===== config.mk =====
export PLATFORM = sky130hd
export DESIGN_NAME = md_unit
export DESIGN_NICKNAME = d
export VERILOG_FILES = /design/src/rtl/md_unit.sv
export SDC_FILE = /design/constraint.sdc
export NUM_CORES = 1
export LEC_CHECK = 0
export BUFFER_PORTS_ARGS = -buffer_cell sky130_fd_sc_hd__buf_2
export CAP_MARGIN = 40
export CORE_MARGIN = 8
export CORE_UTILIZATION = 30
export DETAILED_ROUTE_END_ITERATION = 6
export MAX_ROUTING_LAYER = met4
export PLACE_DENSITY = 0.5
export SKIP_CTS_REPAIR_TIMING = 1
export SKIP_LAST_GASP = 1
export SYNTH_ARGS = -nofsm -noshare
export SYNTH_HDL_FRONTEND = slang
export SYNTH_SLANG_ARGS = --single-unit
export TNS_END_PERCENT = 1

===== constraint.sdc =====
create_clock -name clk -period 4.2 [get_ports clk]
set_clock_uncertainty 0.1 [all_clocks]
set_input_delay 0.84 -clock clk [delete_from_list [all_inputs] [get_ports clk]]
set_output_delay 0.84 -clock clk [all_outputs]
set_load 0.005 [all_outputs]

===== src/rtl/md_unit.sv =====
// RV32M multiply/divide unit: shift-add multiply and restoring divide, 32 iterations plus a DONE cycle.
// Define MD_UNIT_DIV_EN to build the divider; without it, divide ops finish at once and flag illegal.
module md_unit (
    input  logic        clk,
    input  logic        rst_n,
    input  logic        start,
    input  logic [2:0]  funct3,
    input  logic [31:0] rs1_data,
    input  logic [31:0] rs2_data,
    input  logic [4:0]  rd_addr_in,
    output logic        busy,
    output logic        done,
    output logic [31:0] result,
    output logic [4:0]  rd_addr_out,
    output logic        illegal
);
    typedef enum logic [1:0] {IDLE, MUL, DIV, DONE} state_t;
    state_t state, state_next;

    logic [1:0]  op;
    logic [4:0]  rd_q;
    logic [4:0]  cnt;
    logic [31:0] opb;
    logic [63:0] acc;
    logic        neg_res;
    logic        illegal_q;

    logic        sign_a, sign_b, a_neg, b_neg, last;
    logic [31:0] a_mag, b_mag;

    assign sign_a = funct3[2] ? ~funct3[0] : (funct3[1] ^ funct3[0]);
    assign sign_b = funct3[2] ? ~funct3[0] : (funct3[1:0] == 2'b01);
    assign a_neg  = sign_a & rs1_data[31];
    assign b_neg  = sign_b & rs2_data[31];
    assign a_mag  = a_neg ? (~rs1_data + 32'd1) : rs1_data;
    assign b_mag  = b_neg ? (~rs2_data + 32'd1) : rs2_data;
    assign last   = (cnt == 5'd31);

    // acc = {partial product high, multiplier shifting out of the low half}
    logic [32:0] mul_sum;
    logic [63:0] mul_next, mul_prod;
    logic [31:0] mul_result;
    assign mul_sum    = {1'b0, acc[63:32]} + (acc[0] ? {1'b0, opb} : 33'd0);
    assign mul_next   = {mul_sum, acc[31:1]};
    assign mul_prod   = neg_res ? (~mul_next + 64'd1) : mul_next;
    assign mul_result = (op == 2'b00) ? mul_prod[31:0] : mul_prod[63:32];

`ifdef MD_UNIT_DIV_EN
    logic        div_zero, div_ovf, fast, neg_rem;
    logic [31:0] fast_res, quo, rem, div_result;
    logic [32:0] div_t, div_diff;
    logic [63:0] div_next;
    assign div_zero = (rs2_data == 32'd0);
    assign div_ovf  = ~funct3[0] && (rs1_data == 32'h8000_0000) && (rs2_data == 32'hFFFF_FFFF);
    assign fast     = div_zero | div_ovf;
    assign fast_res = div_zero ? (funct3[1] ? rs1_data : 32'hFFFF_FFFF)
                               : (funct3[1] ? 32'd0 : 32'h8000_0000);
    // acc = {remainder, dividend bits shifting out / quotient bits shifting in}
    assign div_t      = {acc[63:32], acc[31]};
    assign div_diff   = div_t - {1'b0, opb};
    assign div_next   = div_diff[32] ? {div_t[31:0], acc[30:0], 1'b0}
                                     : {div_diff[31:0], acc[30:0], 1'b1};
    assign quo        = neg_res ? (~div_next[31:0] + 32'd1) : div_next[31:0];
    assign rem        = neg_rem ? (~div_next[63:32] + 32'd1) : div_next[63:32];
    assign div_result = op[1] ? rem : quo;
`else
    logic        fast;
    logic [31:0] fast_res;
    assign fast     = 1'b1;
    assign fast_res = 32'd0;
`endif

    always_comb begin
        state_next = state;
        case (state)
            IDLE: begin
                if (start) begin
                    if (!funct3[2])
                        state_next = MUL;
                    else if (fast)
                        state_next = DONE;
                    else
                        state_next = DIV;
                end
            end
            MUL, DIV: if (last) state_next = DONE;
            DONE:     state_next = IDLE;
            default:  state_next = IDLE;
        endcase
    end

    always_ff @(posedge clk or negedge rst_n) begin
        if (!rst_n) begin
            state       <= IDLE;
            op          <= 2'd0;
            rd_q        <= 5'd0;
            cnt         <= 5'd0;
            opb         <= 32'd0;
            acc         <= 64'd0;
            neg_res     <= 1'b0;
            illegal_q   <= 1'b0;
            result      <= 32'd0;
            rd_addr_out <= 5'd0;
`ifdef MD_UNIT_DIV_EN
            neg_rem     <= 1'b0;
`endif
        end else begin
            state <= state_next;
            case (state)
                IDLE: begin
                    if (start) begin
                        op      <= funct3[1:0];
                        rd_q    <= rd_addr_in;
                        cnt     <= 5'd0;
                        opb     <= b_mag;
                        acc     <= {32'd0, a_mag};
                        neg_res <= a_neg ^ b_neg;
`ifdef MD_UNIT_DIV_EN
                        neg_rem <= a_neg;
`endif
                        if (funct3[2] && fast) begin
                            result      <= fast_res;
                            rd_addr_out <= rd_addr_in;
`ifndef MD_UNIT_DIV_EN
                            illegal_q   <= 1'b1;
`endif
                        end
                    end
                end
                MUL: begin
                    acc <= mul_next;
                    cnt <= cnt + 5'd1;
                    if (last) begin
                        result      <= mul_result;
                        rd_addr_out <= rd_q;
                    end
                end
`ifdef MD_UNIT_DIV_EN
                DIV: begin
                    acc <= div_next;
                    cnt <= cnt + 5'd1;
                    if (last) begin
                        result      <= div_result;
                        rd_addr_out <= rd_q;
                    end
                end
`endif
                DONE:    illegal_q <= 1'b0;
                default: ;
            endcase
        end
    end

    assign busy    = (state != IDLE);
    assign done    = (state == DONE);
    assign illegal = illegal_q;
endmodule


==> flow_summary_export.csv, run 1 <==
group,metric,value,unit
yosys,synth_area,0.0113,mm2
worst_setup_path,setup.worst_path.end,"result[29]$_DFFE_PN0P_",
timing,finalCritPeriodShare,96.5,%
finish,post_route_cells_drive_above_1_share,18.0,%
clock_network,ctsHtreeMaxLevel,4,
yosys,ys_ff_latch,149,
place,pre_cts_slack,-0.0330,ns
timing,worst_slack,0.148,ns
routing,vias,10600,
finish,fillers,3949,
worst_setup_path,cp_top_family,"simple AND/OR/NAND/NOR gates",
worst_setup_path,crit_start,"acc[0]$_DFFE_PN0P_",
floorplan,core-area,0.0374,mm2
place,port_buffers,114,
yosys,synth_edf_count,0,
finish,final-seq-area,0.00373,mm2
yosys,synth.top_cell.area_share,33.0,%
worst_hold_path,hold_path_class,"primary input to async pin",
floorplan,die_w,210,um
place,placed_cells,2013,
timing,hold_viol_final,0,
flow_run,drv_cap,0,
place,dp.final_hpwl,29500,um
clock_network,cts_made_buffers,17,
worst_setup_path,reg2regPathDepth,14,
yosys,yosys_warnings,0,
yosys,synthArstFlopShare,100,%
floorplan,dieHeight,210,um
pwr,cellLeakagePower,5.80,nW
worst_setup_path,slowest_stage,"or3_2",
worst_setup_path,crit_buf_inv,1,
clock_network,clk_path_buf_depth,2,
pwr,p_per_area,688,mW/mm2
worst_setup_path,r2r-end,"result[29]$_DFFE_PN0P_",
finish,finalNonFillerCells,2046,
global_routing,grt_antenna_before_repair,0,
worst_setup_path,startpoint_type,"flip-flop",
yosys,synth_nets,1515,
yosys,seq_area_frac_synth,33.0,%
finish,final_util,35.9,%
timing,setup_viol,0,
yosys,yosys-top-cells-area,"dfrtp_1 (33%), o21ai_0 (6.5%), nand2_1 (6.5%), xnor2_1 (5.2%), a21oi_1 (4.8%)",
finish,multi_input_area,0.00728,mm2
global_routing,grt_pass1_wl,59300,um
worst_setup_path,rr_startpoint,"acc[0]$_DFFE_PN0P_",
global_routing,grt_max_degree,77,
worst_setup_path,required,4.44,ns
routing,drt-initial-drc-count,641,
timing,worstMarginPinSlew,0.916,ns
worst_setup_path,path_depth,14,
worst_setup_path,timing.reg2reg.setup_slack,0.15,ns
pwr,total_power,9.25,mW
routing,drt_first_pass_iters,5,
yosys,synthTopCellsByCount,"nand2_1 (195), dfrtp_1 (149), o21ai_0 (147), a21oi_1 (109), nor2_1 (95)",
yosys,syn_inst,1397,
global_routing,grtUsageTotal,17.4,%
clock_network,cts_tree,"done",
status,status,"finished, final reports clean",
timing,slew_violations,0,
routing,wl_per_cell,18.4,um
floorplan,std_cell_rows,71,
timing,period_needed,4.05,ns
place,place.gp.congestion,0.876,
floorplan,io_pins,115,
pwr,vdd_ir_drop_max,0.662,mV
worst_setup_path,cp-end-kind,"flip-flop",
yosys,yosys_most_used_dff,"dfrtp_1",
clock_network,clk_pin_slew,0.07,ns
global_routing,grt_overflow,0,
worst_setup_path,cp_data_arrival_time,4.29,ns
floorplan,start_util,30.2,%
worst_setup_path,cp_max_fo,32,
finish,nets,1640,
routing,ant_nets,0,
finish,syn_to_final_growth,19.0,%
timing,max_slew_margin,38.8,%
routing,routed_via_density,5.19,
yosys,yosysTopAreaCell,"dfrtp_1",
routing,drt_wl_total,37700,um
yosys,synth_most_common_cell,"nand2_1",
worst_setup_path,worstSetupPathType,"flip-flop to flip-flop",
timing,max_freq,247,MHz
worst_setup_path,max_stage_delay,0.45,ns
finish,diodes,0,
timing,rsz0062_at_grt,"true",
yosys,synth_area_per_cell,8.09,um2
clock_network,clk_latency,0.45,ns
clock_network,clockRootBuffer,"clkbuf_16",
clock_network,cts_sinks,149,
yosys,synth.distinct_cells,78,
floorplan,design.die.area,0.0441,mm2
worst_setup_path,cp_cell_sequence,"buf_12 -> and2_1 -> ha_1 -> fa_1 -> a21oi_2 -> o21ai_0 -> a31o_1 -> or3_2 -> a211oi_4 -> nand4_4 -> nor3b_4 -> and4_1 -> a41oi_1 -> a32o_1",
routing,drc,0,
global_routing,grt_pass1_vias,10300,
## metrics by stage
step	instance area (um2)	hold WS (ns)	TNS, ns
4_1_cts	13300	0.370	-0.0738
5_1_grt	13400	0.402	-0.0787
6_report	13400	0.332	0
3_3_place_gp	12800	0.362	0
3_5_place_dp	12800	0.369	-0.0330
2_1_floorplan	11300	0.342	0
## how the worst min path moves through the flow
stage	to	from
after floorplan	opb[31]$_DFFE_PN0P_	opb[31]$_DFFE_PN0P_
after global placement	opb[29]$_DFFE_PN0P_	opb[29]$_DFFE_PN0P_
after detailed placement	result[1]$_DFFE_PN0P_	result[1]$_DFFE_PN0P_
after CTS	result[28]$_DFFE_PN0P_	rst_n
after global routing	acc[18]$_DFFE_PN0P_	rst_n
final	acc[18]$_DFFE_PN0P_	rst_n
## cells by family (layout without fill, tap and decap cells)
| logic type | Yosys count | in the layout | share of synthesized area [%] |
|---|---|---|---|
| AND/OR/NAND/NOR | 509 | 509 | 22.5 |
| AO/OA/AOI/OAI | 438 | 438 | 23.8 |
| flip-flops | 149 | 149 | 33.0 |
| XOR/XNOR | 128 | 128 | 9.92 |
| buffers and inverters | 108 | 246 | 3.83 |
| adder cells (fa/ha/maj) | 43 | 43 | 4.83 |
| multiplexers | 22 | 22 | 2.04 |
## placed cells by master (no fill, tap or decap), types with 8 or more instances in the layout
| cell | instances |
|---|---|
| nand2_1 | 194 |
| dfrtp_1 | 148 |
| nand3_1 | 23 |
| o211ai_1 | 10 |
| a31oi_1 | 12 |
| ha_1 | 39 |
| and3_1 | 10 |
| clkbuf_16 | 17 |
| buf_2 | 114 |
| or4_1 | 9 |
| xnor2_1 | 67 |
| o31ai_1 | 24 |
| or3_1 | 15 |
| mux2i_1 | 14 |
| a21o_1 | 12 |
| nand2b_1 | 8 |
| xor2_1 | 61 |
| o221ai_1 | 9 |
| nand4_1 | 12 |
| nor4_1 | 9 |
| nor2_1 | 95 |
| a21oi_1 | 106 |
| mux2_2 | 8 |
| buf_4 | 68 |
| nor2b_1 | 8 |
| nor3_1 | 30 |
| o41ai_1 | 8 |
| and2_1 | 43 |
| o21ai_0 | 146 |
| inv_1 | 29 |
| o21ai_1 | 23 |
| a22o_1 | 32 |
## per-layer routing
| metal | vias to the layer above | routed length (um) | GRT usage, % |
|---|---|---|---|
| met5 | - | 0 | - |
| met4 | 0 | 456 | 4.11 |
| met3 | 21 | 1060 | 2.45 |
| met2 | 187 | 18300 | 28.8 |
| met1 | 5122 | 17800 | 22.4 |
| li1 | 5292 | - | - |
## sequential cells by signal, summed over array words and instances (netlist names)
register,count
acc,64
cnt,5
illegal,1
neg_res,1
op,2
opb,32
rd_addr_out,5
rd_q,5
result,32
state,2
## worst reg2reg max path, cell delays in order, from the launching register on
cell and delay [ns]:
dfrtp_1 0.41, buf_12 0.18, and2_1 0.16, ha_1 0.21, fa_1 0.44, a21oi_2 0.20
o21ai_0 0.14, a31o_1 0.23, or3_2 0.45, a211oi_4 0.37, nand4_4 0.23, nor3b_4 0.30
and4_1 0.22, a41oi_1 0.05, a32o_1 0.28
## report_power, final
group	leakage, nW	switching, mW	internal (mW)
combinational	3.60	3.26	2.10
sequential	1.94	0.509	1.92
clock	0.263	0.666	0.797
## layout make-up
cell class	count	share of cell area, %
Multi-Input combinational cell	1140	54.1
Clock inverter	11	0.680
Timing Repair Buffer	185	8.43
Sequential cell	149	27.8
Tap cell	511	4.76
Clock buffer	21	3.43
Inverter	29	0.810
Power figures use the tool's default switching activity.
==> inputs of run 2 (changes only) <==
Settings changed: BUFFER_PORTS_ARGS -buffer_cell sky130_fd_sc_hd__buf_2 to -buffer_cell sky130_fd_sc_hd__clkbuf_2, CORE_UTILIZATION 30 to 55, PLACE_DENSITY 0.5 to 0.8.
==> flow_summary_export.csv, run 2 (synthesized netlist as in run 1, its figures left out) <==
group,metric,value,unit
status,status,"finished, final reports clean",
finish,final_util,65.2,%
floorplan,die_w,159,um
routing,drt_wl_total,33700,um
timing,setup_viol,0,
routing,drt-initial-drc-count,891,
finish,post_route_cells_drive_above_1_share,17.4,%
pwr,p_per_area,705,mW/mm2
clock_network,clk_latency,0.45,ns
worst_setup_path,cp_max_fo,12,
place,place.gp.congestion,0.975,
worst_setup_path,startpoint_type,"flip-flop",
floorplan,core-area,0.0202,mm2
finish,final_cell_mix,"nand2_1 (194), dfrtp_1 (148), o21ai_0 (146), clkbuf_2 (113), a21oi_1 (109)",
finish,layout_commonest_cell,"nand2_1",
worst_hold_path,hold_path_class,"primary input to async pin",
timing,finalCritPeriodShare,99.7,%
finish,syn_to_final_growth,16.4,%
timing,worst_slack,0.0107,ns
floorplan,io_pins,115,
floorplan,start_util,56.0,%
place,port_buffers,114,
timing,rsz0062_at_grt,"true",
place,dp.final_hpwl,26000,um
worst_setup_path,cp_data_arrival_time,4.40,ns
clock_network,cts_sinks,149,
routing,vias,11200,
routing,ant_nets,0,
timing,slew_violations,0,
timing,worstMarginPinSlew,0.934,ns
clock_network,clk_path_buf_depth,2,
global_routing,grt_pass1_wl,54000,um
timing,max_slew_margin,37.5,%
place,pre_cts_slack,0.179,ns
pwr,cellLeakagePower,5.83,nW
finish,nets,1644,
timing,period_needed,4.19,ns
worst_setup_path,worstSetupPathType,"flip-flop to flip-flop",
routing,drt_first_pass_iters,5,
floorplan,std_cell_rows,52,
finish,largestRegisters,"acc: 64 flops, opb: 32 flops, result: 32 flops",
timing,max_freq,239,MHz
global_routing,grt_overflow,0,
clock_network,clockRootBuffer,"clkbuf_16",
finish,fillers,1777,
clock_network,cts_made_buffers,17,
clock_network,cts_tree,"done",
timing,tns,0,ns
floorplan,design.die.area,0.0254,mm2
worst_setup_path,cp-end-kind,"flip-flop",
pwr,vdd_ir_drop_max,0.640,mV
routing,drc,0,
routing,routed_via_density,6.17,
finish,largest_reg_flops,64,
global_routing,grtUsageTotal,26.6,%
timing,hold_viol_final,0,
worst_setup_path,reg2regPathDepth,13,
floorplan,dieHeight,159,um
flow_run,drv_cap,0,
finish,largest-register,"acc",
routing,wl_per_cell,18.6,um
worst_setup_path,required,4.41,ns
global_routing,grt_pass1_vias,10600,
finish,diodes,0,
clock_network,ctsHtreeMaxLevel,4,
global_routing,grt_antenna_before_repair,0,
global_routing,grt_max_degree,73,
clock_network,clk_pin_slew,0.07,ns
-- run 2: cell type report --
type                    count  area [um2]  share of cell area (%)
inverters                  29         109                   0.828
flip-flops and latches    149        3730                    28.4
clock inverters            15         164                    1.25
clock buffers              17         425                    3.23
well taps                 270         338                    2.57
repair buffers            189        1180                    8.95
multi-input cells        1140        7210                    54.8
-- run 2: report_power, final --
group          internal, mW  total [mW]  switching (mW)
combinational          2.10        5.27            3.17
clock                 0.843        1.56           0.713
sequential             1.92        2.44           0.520
total                  4.86        9.27            4.40
-- run 2: metrics by stage --
stage	power (mW)	area [um2]	std cells	hold WS, ns
floorplan	5.85	11300	1397	0.342
global placement	7.37	12500	1775	0.359
detailed placement	7.56	12500	1777	0.369
CTS	9.14	13100	1809	0.336
global route	9.90	13200	1809	0.362
finish	9.27	13200	1809	0.286
-- run 2: worst paths after layout --
check                                    endpoint  slack [ns]           startpoint
setup / recovery           result[28]$_DFFE_PN0P_        0.01   acc[0]$_DFFE_PN0P_
hold / removal                acc[12]$_DFFE_PN0P_        0.29                rst_n
setup reg to reg           result[28]$_DFFE_PN0P_        0.01   acc[0]$_DFFE_PN0P_
hold reg to reg               opb[19]$_DFFE_PN0P_        0.38  opb[19]$_DFFE_PN0P_
max in group asynchronous     acc[40]$_DFFE_PN0P_        2.88                rst_n
min in group clk              opb[19]$_DFFE_PN0P_        0.38  opb[19]$_DFFE_PN0P_
-- run 2: critical path, stage by stage (launching register included) --
cell	delay, ns
dfrtp_1	0.39
buf_4	0.19
and2_1	0.15
ha_1	0.36
a21oi_1	0.28
o21ai_1	0.17
a2111oi_1	0.57
nor2_1	0.16
or4_1	0.52
a31oi_1	0.24
nand4_1	0.25
nor3_1	0.33
mux2i_1	0.28
o21ai_1	0.08
-- run 2: routing by layer --
layer	track usage [%]	up-vias	share of wire, %
li1	-	5296	-
met1	33.2	5317	43
met2	41.1	439	46
met3	5.07	107	6.4
met4	13.0	0	4.4
met5	-	-	0
